[src/rtl/muldiv_pkg.sv]
// Shared encodings, FSM states and op-decode helpers for muldiv_unit.
package muldiv_pkg;

  localparam int unsigned DefaultWidth = 32;

  localparam logic WriteEnable  = 1'b1;
  localparam logic WriteDisable = 1'b0;

  typedef enum logic [2:0] {
    OpMult  = 3'd0,
    OpMultu = 3'd1,
    OpDiv   = 3'd2,
    OpDivu  = 3'd3,
    OpMadd  = 3'd4,
    OpMaddu = 3'd5,
    OpMsub  = 3'd6,
    OpMsubu = 3'd7
  } op_e;

  typedef enum logic [2:0] {
    StIdle = 3'd0,
    StMul  = 3'd1,
    StAcc  = 3'd2,
    StDiv  = 3'd3,
    StDone = 3'd4
  } state_e;

  function automatic logic op_is_div(input logic [2:0] op);
    return op inside {OpDiv, OpDivu};
  endfunction

  function automatic logic op_is_signed(input logic [2:0] op);
    return op inside {OpMult, OpDiv, OpMadd, OpMsub};
  endfunction

  function automatic logic op_is_acc(input logic [2:0] op);
    return op inside {OpMadd, OpMaddu, OpMsub, OpMsubu};
  endfunction

  function automatic logic op_is_sub(input logic [2:0] op);
    return op inside {OpMsub, OpMsubu};
  endfunction

endpackage

[src/rtl/muldiv_unit_div_core.sv]
// Iterative restoring divider on unsigned magnitudes, one quotient bit per cycle.
module div_core #(
  parameter int unsigned WIDTH = 32
) (
  input  logic             clk,
  input  logic             rst,
  input  logic             start_i,
  input  logic             annul_i,
  input  logic [WIDTH-1:0] dividend_i,
  input  logic [WIDTH-1:0] divisor_i,
  output logic [WIDTH-1:0] quot_o,
  output logic [WIDTH-1:0] rem_o,
  output logic             done_o
);

  localparam int unsigned CntW = $clog2(WIDTH);
  localparam logic [CntW-1:0] LastCnt = CntW'(WIDTH - 1);

  logic [WIDTH-1:0] rem_q, quot_q, den_q;
  logic [CntW-1:0]  cnt_q;
  logic             run_q;

  logic [WIDTH:0]   rem_ext;
  logic [WIDTH-1:0] trial;
  logic             fits;

  // Shift the next dividend bit into the partial remainder and try to subtract.
  assign rem_ext = {rem_q, quot_q[WIDTH-1]};
  assign fits    = rem_ext >= {1'b0, den_q};
  assign trial   = rem_ext[WIDTH-1:0] - den_q;

  always_ff @(posedge clk or negedge rst) begin
    if (!rst) begin
      rem_q  <= '0;
      quot_q <= '0;
      den_q  <= '0;
      cnt_q  <= '0;
      run_q  <= 1'b0;
    end else if (start_i) begin
      rem_q  <= '0;
      quot_q <= dividend_i;
      den_q  <= divisor_i;
      cnt_q  <= '0;
      run_q  <= 1'b1;
    end else if (run_q) begin
      if (annul_i) begin
        run_q <= 1'b0;
      end else begin
        rem_q  <= fits ? trial : rem_ext[WIDTH-1:0];
        quot_q <= {quot_q[WIDTH-2:0], fits};
        cnt_q  <= cnt_q + CntW'(1);
        if (cnt_q == LastCnt) run_q <= 1'b0;
      end
    end
  end

  assign done_o = run_q & ~annul_i & (cnt_q == LastCnt);
  assign quot_o = quot_q;
  assign rem_o  = rem_q;

endmodule

[src/rtl/muldiv_unit.sv]
// Multi-cycle MULT/DIV (and MADD/MSUB when MULDIV_MADD_EN is defined) unit beside EX.
module muldiv_unit
  import muldiv_pkg::*;
#(
  parameter int unsigned WIDTH = DefaultWidth
) (
  input  logic             clk,
  input  logic             rst,
  input  logic             start_i,
  input  logic [2:0]       op_i,
  input  logic [WIDTH-1:0] opdata1_i,
  input  logic [WIDTH-1:0] opdata2_i,
  input  logic [WIDTH-1:0] hi_i,
  input  logic [WIDTH-1:0] lo_i,
  input  logic             annul_i,
  output logic             stall_req_o,
  output logic             busy_o,
  output logic [WIDTH-1:0] hi_o,
  output logic [WIDTH-1:0] lo_o,
  output logic             whilo_o,
  output logic             div_zero_o
);

  state_e             state_q;
  logic [2:0]         op_q;
  logic [WIDTH-1:0]   a_q, b_q;
  logic [2*WIDTH-1:0] res_q;
  logic               divz_q;
`ifdef MULDIV_MADD_EN
  logic [2*WIDTH-1:0] acc_q;
`endif

  logic op_legal, accept, div_start, div_done, write;
  logic [WIDTH-1:0] mag1, mag2, div_quot, div_rem, q_fix, r_fix;
  logic [2*WIDTH-1:0] a_ext, b_ext, product, res_sel;

`ifdef MULDIV_MADD_EN
  assign op_legal = 1'b1;
`else
  logic unused_acc_in;
  assign unused_acc_in = ^{hi_i, lo_i};
  assign op_legal = ~op_is_acc(op_i);
`endif

  assign accept    = (state_q == StIdle) & start_i & ~annul_i & op_legal;
  assign div_start = accept & op_is_div(op_i) & (opdata2_i != '0);

  assign mag1 = (op_is_signed(op_i) & opdata1_i[WIDTH-1]) ? -opdata1_i : opdata1_i;
  assign mag2 = (op_is_signed(op_i) & opdata2_i[WIDTH-1]) ? -opdata2_i : opdata2_i;

  div_core #(
    .WIDTH(WIDTH)
  ) u_div_core (
    .clk       (clk),
    .rst       (rst),
    .start_i   (div_start),
    .annul_i   (annul_i),
    .dividend_i(mag1),
    .divisor_i (mag2),
    .quot_o    (div_quot),
    .rem_o     (div_rem),
    .done_o    (div_done)
  );

  assign a_ext   = op_is_signed(op_q) ? {{WIDTH{a_q[WIDTH-1]}}, a_q} : {{WIDTH{1'b0}}, a_q};
  assign b_ext   = op_is_signed(op_q) ? {{WIDTH{b_q[WIDTH-1]}}, b_q} : {{WIDTH{1'b0}}, b_q};
  assign product = a_ext * b_ext;

  always_ff @(posedge clk or negedge rst) begin
    if (!rst) begin
      state_q <= StIdle;
      op_q    <= '0;
      a_q     <= '0;
      b_q     <= '0;
      res_q   <= '0;
      divz_q  <= 1'b0;
`ifdef MULDIV_MADD_EN
      acc_q   <= '0;
`endif
    end else begin
      case (state_q)
        StIdle: begin
          if (accept) begin
            op_q   <= op_i;
            a_q    <= opdata1_i;
            b_q    <= opdata2_i;
            divz_q <= 1'b0;
`ifdef MULDIV_MADD_EN
            acc_q  <= {hi_i, lo_i};
`endif
            if (!op_is_div(op_i)) begin
              state_q <= StMul;
            end else if (opdata2_i == '0) begin
              res_q   <= {opdata1_i, {WIDTH{1'b1}}};
              divz_q  <= 1'b1;
              state_q <= StDone;
            end else begin
              state_q <= StDiv;
            end
          end
        end
        StMul: begin
          if (annul_i) begin
            state_q <= StIdle;
          end else begin
            res_q <= product;
`ifdef MULDIV_MADD_EN
            state_q <= op_is_acc(op_q) ? StAcc : StDone;
`else
            state_q <= StDone;
`endif
          end
        end
`ifdef MULDIV_MADD_EN
        StAcc: begin
          if (annul_i) begin
            state_q <= StIdle;
          end else begin
            res_q   <= op_is_sub(op_q) ? acc_q - res_q : acc_q + res_q;
            state_q <= StDone;
          end
        end
`endif
        StDiv: begin
          if (annul_i)       state_q <= StIdle;
          else if (div_done) state_q <= StDone;
        end
        default: state_q <= StIdle;
      endcase
    end
  end

  // Signed fixup: quotient sign from operand signs, remainder follows the dividend.
  assign q_fix = (op_is_signed(op_q) & (a_q[WIDTH-1] ^ b_q[WIDTH-1])) ? -div_quot : div_quot;
  assign r_fix = (op_is_signed(op_q) & a_q[WIDTH-1]) ? -div_rem : div_rem;
  assign res_sel = (op_is_div(op_q) & ~divz_q) ? {r_fix, q_fix} : res_q;

  assign write       = (state_q == StDone) & ~annul_i;
  assign whilo_o     = write ? WriteEnable : WriteDisable;
  assign hi_o        = write ? res_sel[2*WIDTH-1:WIDTH] : '0;
  assign lo_o        = write ? res_sel[WIDTH-1:0] : '0;
  assign div_zero_o  = write & divz_q;
  assign busy_o      = (state_q != StIdle);
  assign stall_req_o = (rst & accept) | (state_q == StMul) | (state_q == StAcc) |
                       (state_q == StDiv);

endmodule

[config.mk]
export PLATFORM = sky130hd
export DESIGN_NAME = muldiv_unit
export DESIGN_NICKNAME = d
export VERILOG_FILES = /design/src/rtl/muldiv_pkg.sv /design/src/rtl/muldiv_unit_div_core.sv /design/src/rtl/muldiv_unit.sv
export SDC_FILE = /design/constraint.sdc
export NUM_CORES = 2
export LEC_CHECK = 0
export CAP_MARGIN = 40
export CORE_MARGIN = 2
export CORE_UTILIZATION = 48
export CTS_BUF_LIST = sky130_fd_sc_hd__clkbuf_8
export DETAILED_ROUTE_END_ITERATION = 8
export MAX_ROUTING_LAYER = met4
export PLACE_DENSITY_LB_ADDON = 0.3
export SKIP_LAST_GASP = 1
export SLEW_MARGIN = 20
export SYNTH_ARGS = -nofsm -noshare
export SYNTH_HDL_FRONTEND = slang
export SYNTH_SLANG_ARGS = --single-unit
[constraint.sdc]
create_clock -name clk -period 10.5 [get_ports clk]
set_clock_uncertainty 0.1 [all_clocks]
set_input_delay 2.1 -clock clk [delete_from_list [all_inputs] [get_ports clk]]
set_output_delay 2.1 -clock clk [all_outputs]
set_load 0.03 [all_outputs]
==> qor.yml <==
layout:
  area_delta_synth_final_pct: 7.198
  drive_gt1_share_pct: 3.787
  design_area_um2: 66820
  final_nets: 8867
worst_setup_path:
  cp.required_ns: 10.88
  slowest_stage: "fa_1"
  path_common_cell: "fa_1"
  worstSetupStartpoint: "op_q[0]"
  crit_arrival_ns: 10.13
  r2r-end: "res_q[62]"
  path_max_fanout: 16
  timing.rr.start: "op_q[0]"
  end_kind: "flip-flop"
  critPathKind: "flip-flop to flip-flop"
  reg2reg_setup_slack_ns: 0.75
  crit_end: "res_q[62]"
  reg2reg_depth: 30
  max_stage_delay_ns: 0.68
  start_kind: "flip-flop"
timing:
  rsz0062_at_grt: "false"
  worst_pin_slew_ns: 0.9711
  finalMaxSlewViolations: 0
  final-setup-viol-count: 0
  max_slew_margin_pct: 34.66
  layout_min_cycle_time_ns: 9.753
  fin_crit_sh_pct: 92.88
  hold_violations: 0
  finalSetupTns_ns: 0
  fmax_ghz: 0.1025
floorplanning:
  core-area_um2: 129200
  die_h_um: 364.4
  start_util_pct: 48.26
  num_io_pins: 203
  fp.dieArea_um2: 132800
  die_w_um: 364.4
  fp-row-count: 132
logic_synthesis:
  synth.distinct_cells: 77
  synth-main-ff-cell: "dfrtp_1"
  synth_area_leaders: "fa_1, inv_1, dfrtp_1"
  ys_seq_elements: 237
  synth_top_area_share_pct: 45.60
  syn_inst: 6999
  synth_largest_area_cell: "fa_1"
  synth_seq_area_share_pct: 9.514
  yosys_warnings: 0
  synth_area_per_cell_um2: 8.906
  async_reset_ff_share_pct: 100.0
  netlist_area_um2: 62340
  yosys.cell_count.top_type: "inv_1"
  synth_edf_count: 0
  synth_nets: 8901
  yosys-top-cells-count: "inv_1, fa_1, nand2_1"
grt:
  grt_use_met2_pct: 46.62
  grt_pass1_vias: 49700
  overflow: 0
  use_met3_pct: 2.744
  grt_antenna_before_repair: 4
  grt_max_degree: 141
  grt.busiest_layer: "met2"
  grt_util_met1_pct: 39.97
  grt_util_all_layers_pct: 29.28
  grt_pass1_wl_um: 289500
placed_design:
  port_buffers: 138
  gp_congestion: 0.9683
  dpl-instance-area_um2: 65790
  dp_hpwl_um: 154000
route:
  vias: 46640
  drtIter0Drc: 3577
  antenna_left: 0
  drt_wl_total_um: 180900
  avgRoutedWirePerCell_um: 20.69
  via_per_inst: 5.333
  firstDrtPassIters: 6
  drc: 0
cts:
  htree_levels: 2
  clock_path_buffers: 3
  insertion_delay_ns: 0.61
  cts_sinks: 237
  tritoncts: "built"
  path_clk_slew_ns: 0.06
  cts_resized: 0
  root_buffer: "clkbuf_8"
  post-cts-setup-buffers: 0
  ctsHoldBuffers: 0
  cts_made_buffers: 43
run:
  cap_viol_max_count: 0
hold_path:
  hp-class: "flip-flop to flip-flop"
  min_delay_path_depth: 2
outcome:
  status: "completed"
==> logic make-up after synthesis <==
group	share of synthesized area [%]
flip-flops	9.514
adder cells (fa/ha/maj)	52.63
buffers and inverters	12.15
multiplexers	0.4837
AND/OR/NAND/NOR	14.58
XOR/XNOR	3.639
AO/OA/AOI/OAI	7.001
==> worst max-delay path: cells and delay by family, from the launching register on <==
family | cells | cell delay, ns
and+or+nand+nor | 4 | 1.08
buffers and inverters | 7 | 0.50
adders and majority gates | 11 | 5.75
AOI/OAI and AO/OA | 7 | 1.50
DFF | 1 | 0.50
xor gates and xnor gates | 1 | 0.21
==> metrics by stage <==
stage | util, % | setup slack [ns] | hold WS [ns] | cells
detailed placement | 50.94 | 0.7827 | 0.3667 | 8657
CTS | 51.66 | 0.7479 | 0.3811 | 8735
finish | 51.74 | 0.7472 | 0.3763 | 8744
floorplan | - | 0.9634 | 0.3389 | 6999
global placement | 50.79 | 0.8401 | 0.3520 | 8645
global route | 51.74 | 0.2473 | 0.4083 | 8742
==> flip-flops by register name, indices dropped and copies added, names as in the netlist <==
signal,flops
a_q,32
b_q,32
divz_q,1
op_q,3
res_q,64
state_q,3
u_div_core.cnt_q,5
u_div_core.den_q,32
u_div_core.quot_o,32
u_div_core.rem_o,32
u_div_core.run_q,1
==> layout by cell type, fill, tap and decap left out, types with 23 or more instances in the layout <==
master,netlist,layout
a31oi_1,54,54
xnor2_1,176,176
mux2i_1,29,29
clkbuf_8,0,54
buf_4,4,131
and2_1,361,360
a21oi_1,204,204
nor2_1,261,260
xor2_1,83,83
nand3_1,46,46
a211oi_1,75,75
nand2b_1,24,23
inv_1,1637,1651
ha_1,347,347
nand2_1,1126,1125
a21o_1,63,63
clkdlybuf4s50_1,0,137
nor3_1,49,48
fa_1,1420,1420
o21ai_0,148,148
dfrtp_1,237,231
==> how the worst min path moves through the flow <==
stage	startpoint	endpoint	slack, ns
3_5_place_dp	a_q[19]	a_q[19]	0.37
4_1_cts	a_q[19]	a_q[19]	0.38
6_report	a_q[19]	a_q[19]	0.38
5_1_grt	u_div_core.den_q[21]	u_div_core.den_q[21]	0.41
2_1_floorplan	op_q[1]	op_q[1]	0.34
3_3_place_gp	op_q[1]	op_q[1]	0.35
==> cell type report <==
cell class | instances | area (µm²)
clock inverters | 24 | 183.9
inverters | 1637 | 6145
diodes | 4 | 10.01
flip-flops and latches | 237 | 5938
well taps | 1742 | 2180
repair buffers | 289 | 2735
multi-input cells | 4757 | 48890
fillers | 12180 | 62330
clock buffers | 54 | 743.2
==> layer usage <==
metal / part of all wire [%] / wire length [µm] / up-vias
met1: 43 / 77950 / 24130
met4: 3.6 / 6504 / 0
li1: - / - / 20670
met3: 5.9 / 10650 / 288
met5: 0 / 0 / -
met2: 47 / 85840 / 1552
Power is left out: the tool's default activity adds up to more than one toggle a clock period on the data nets, which glitch-free logic cannot reach.
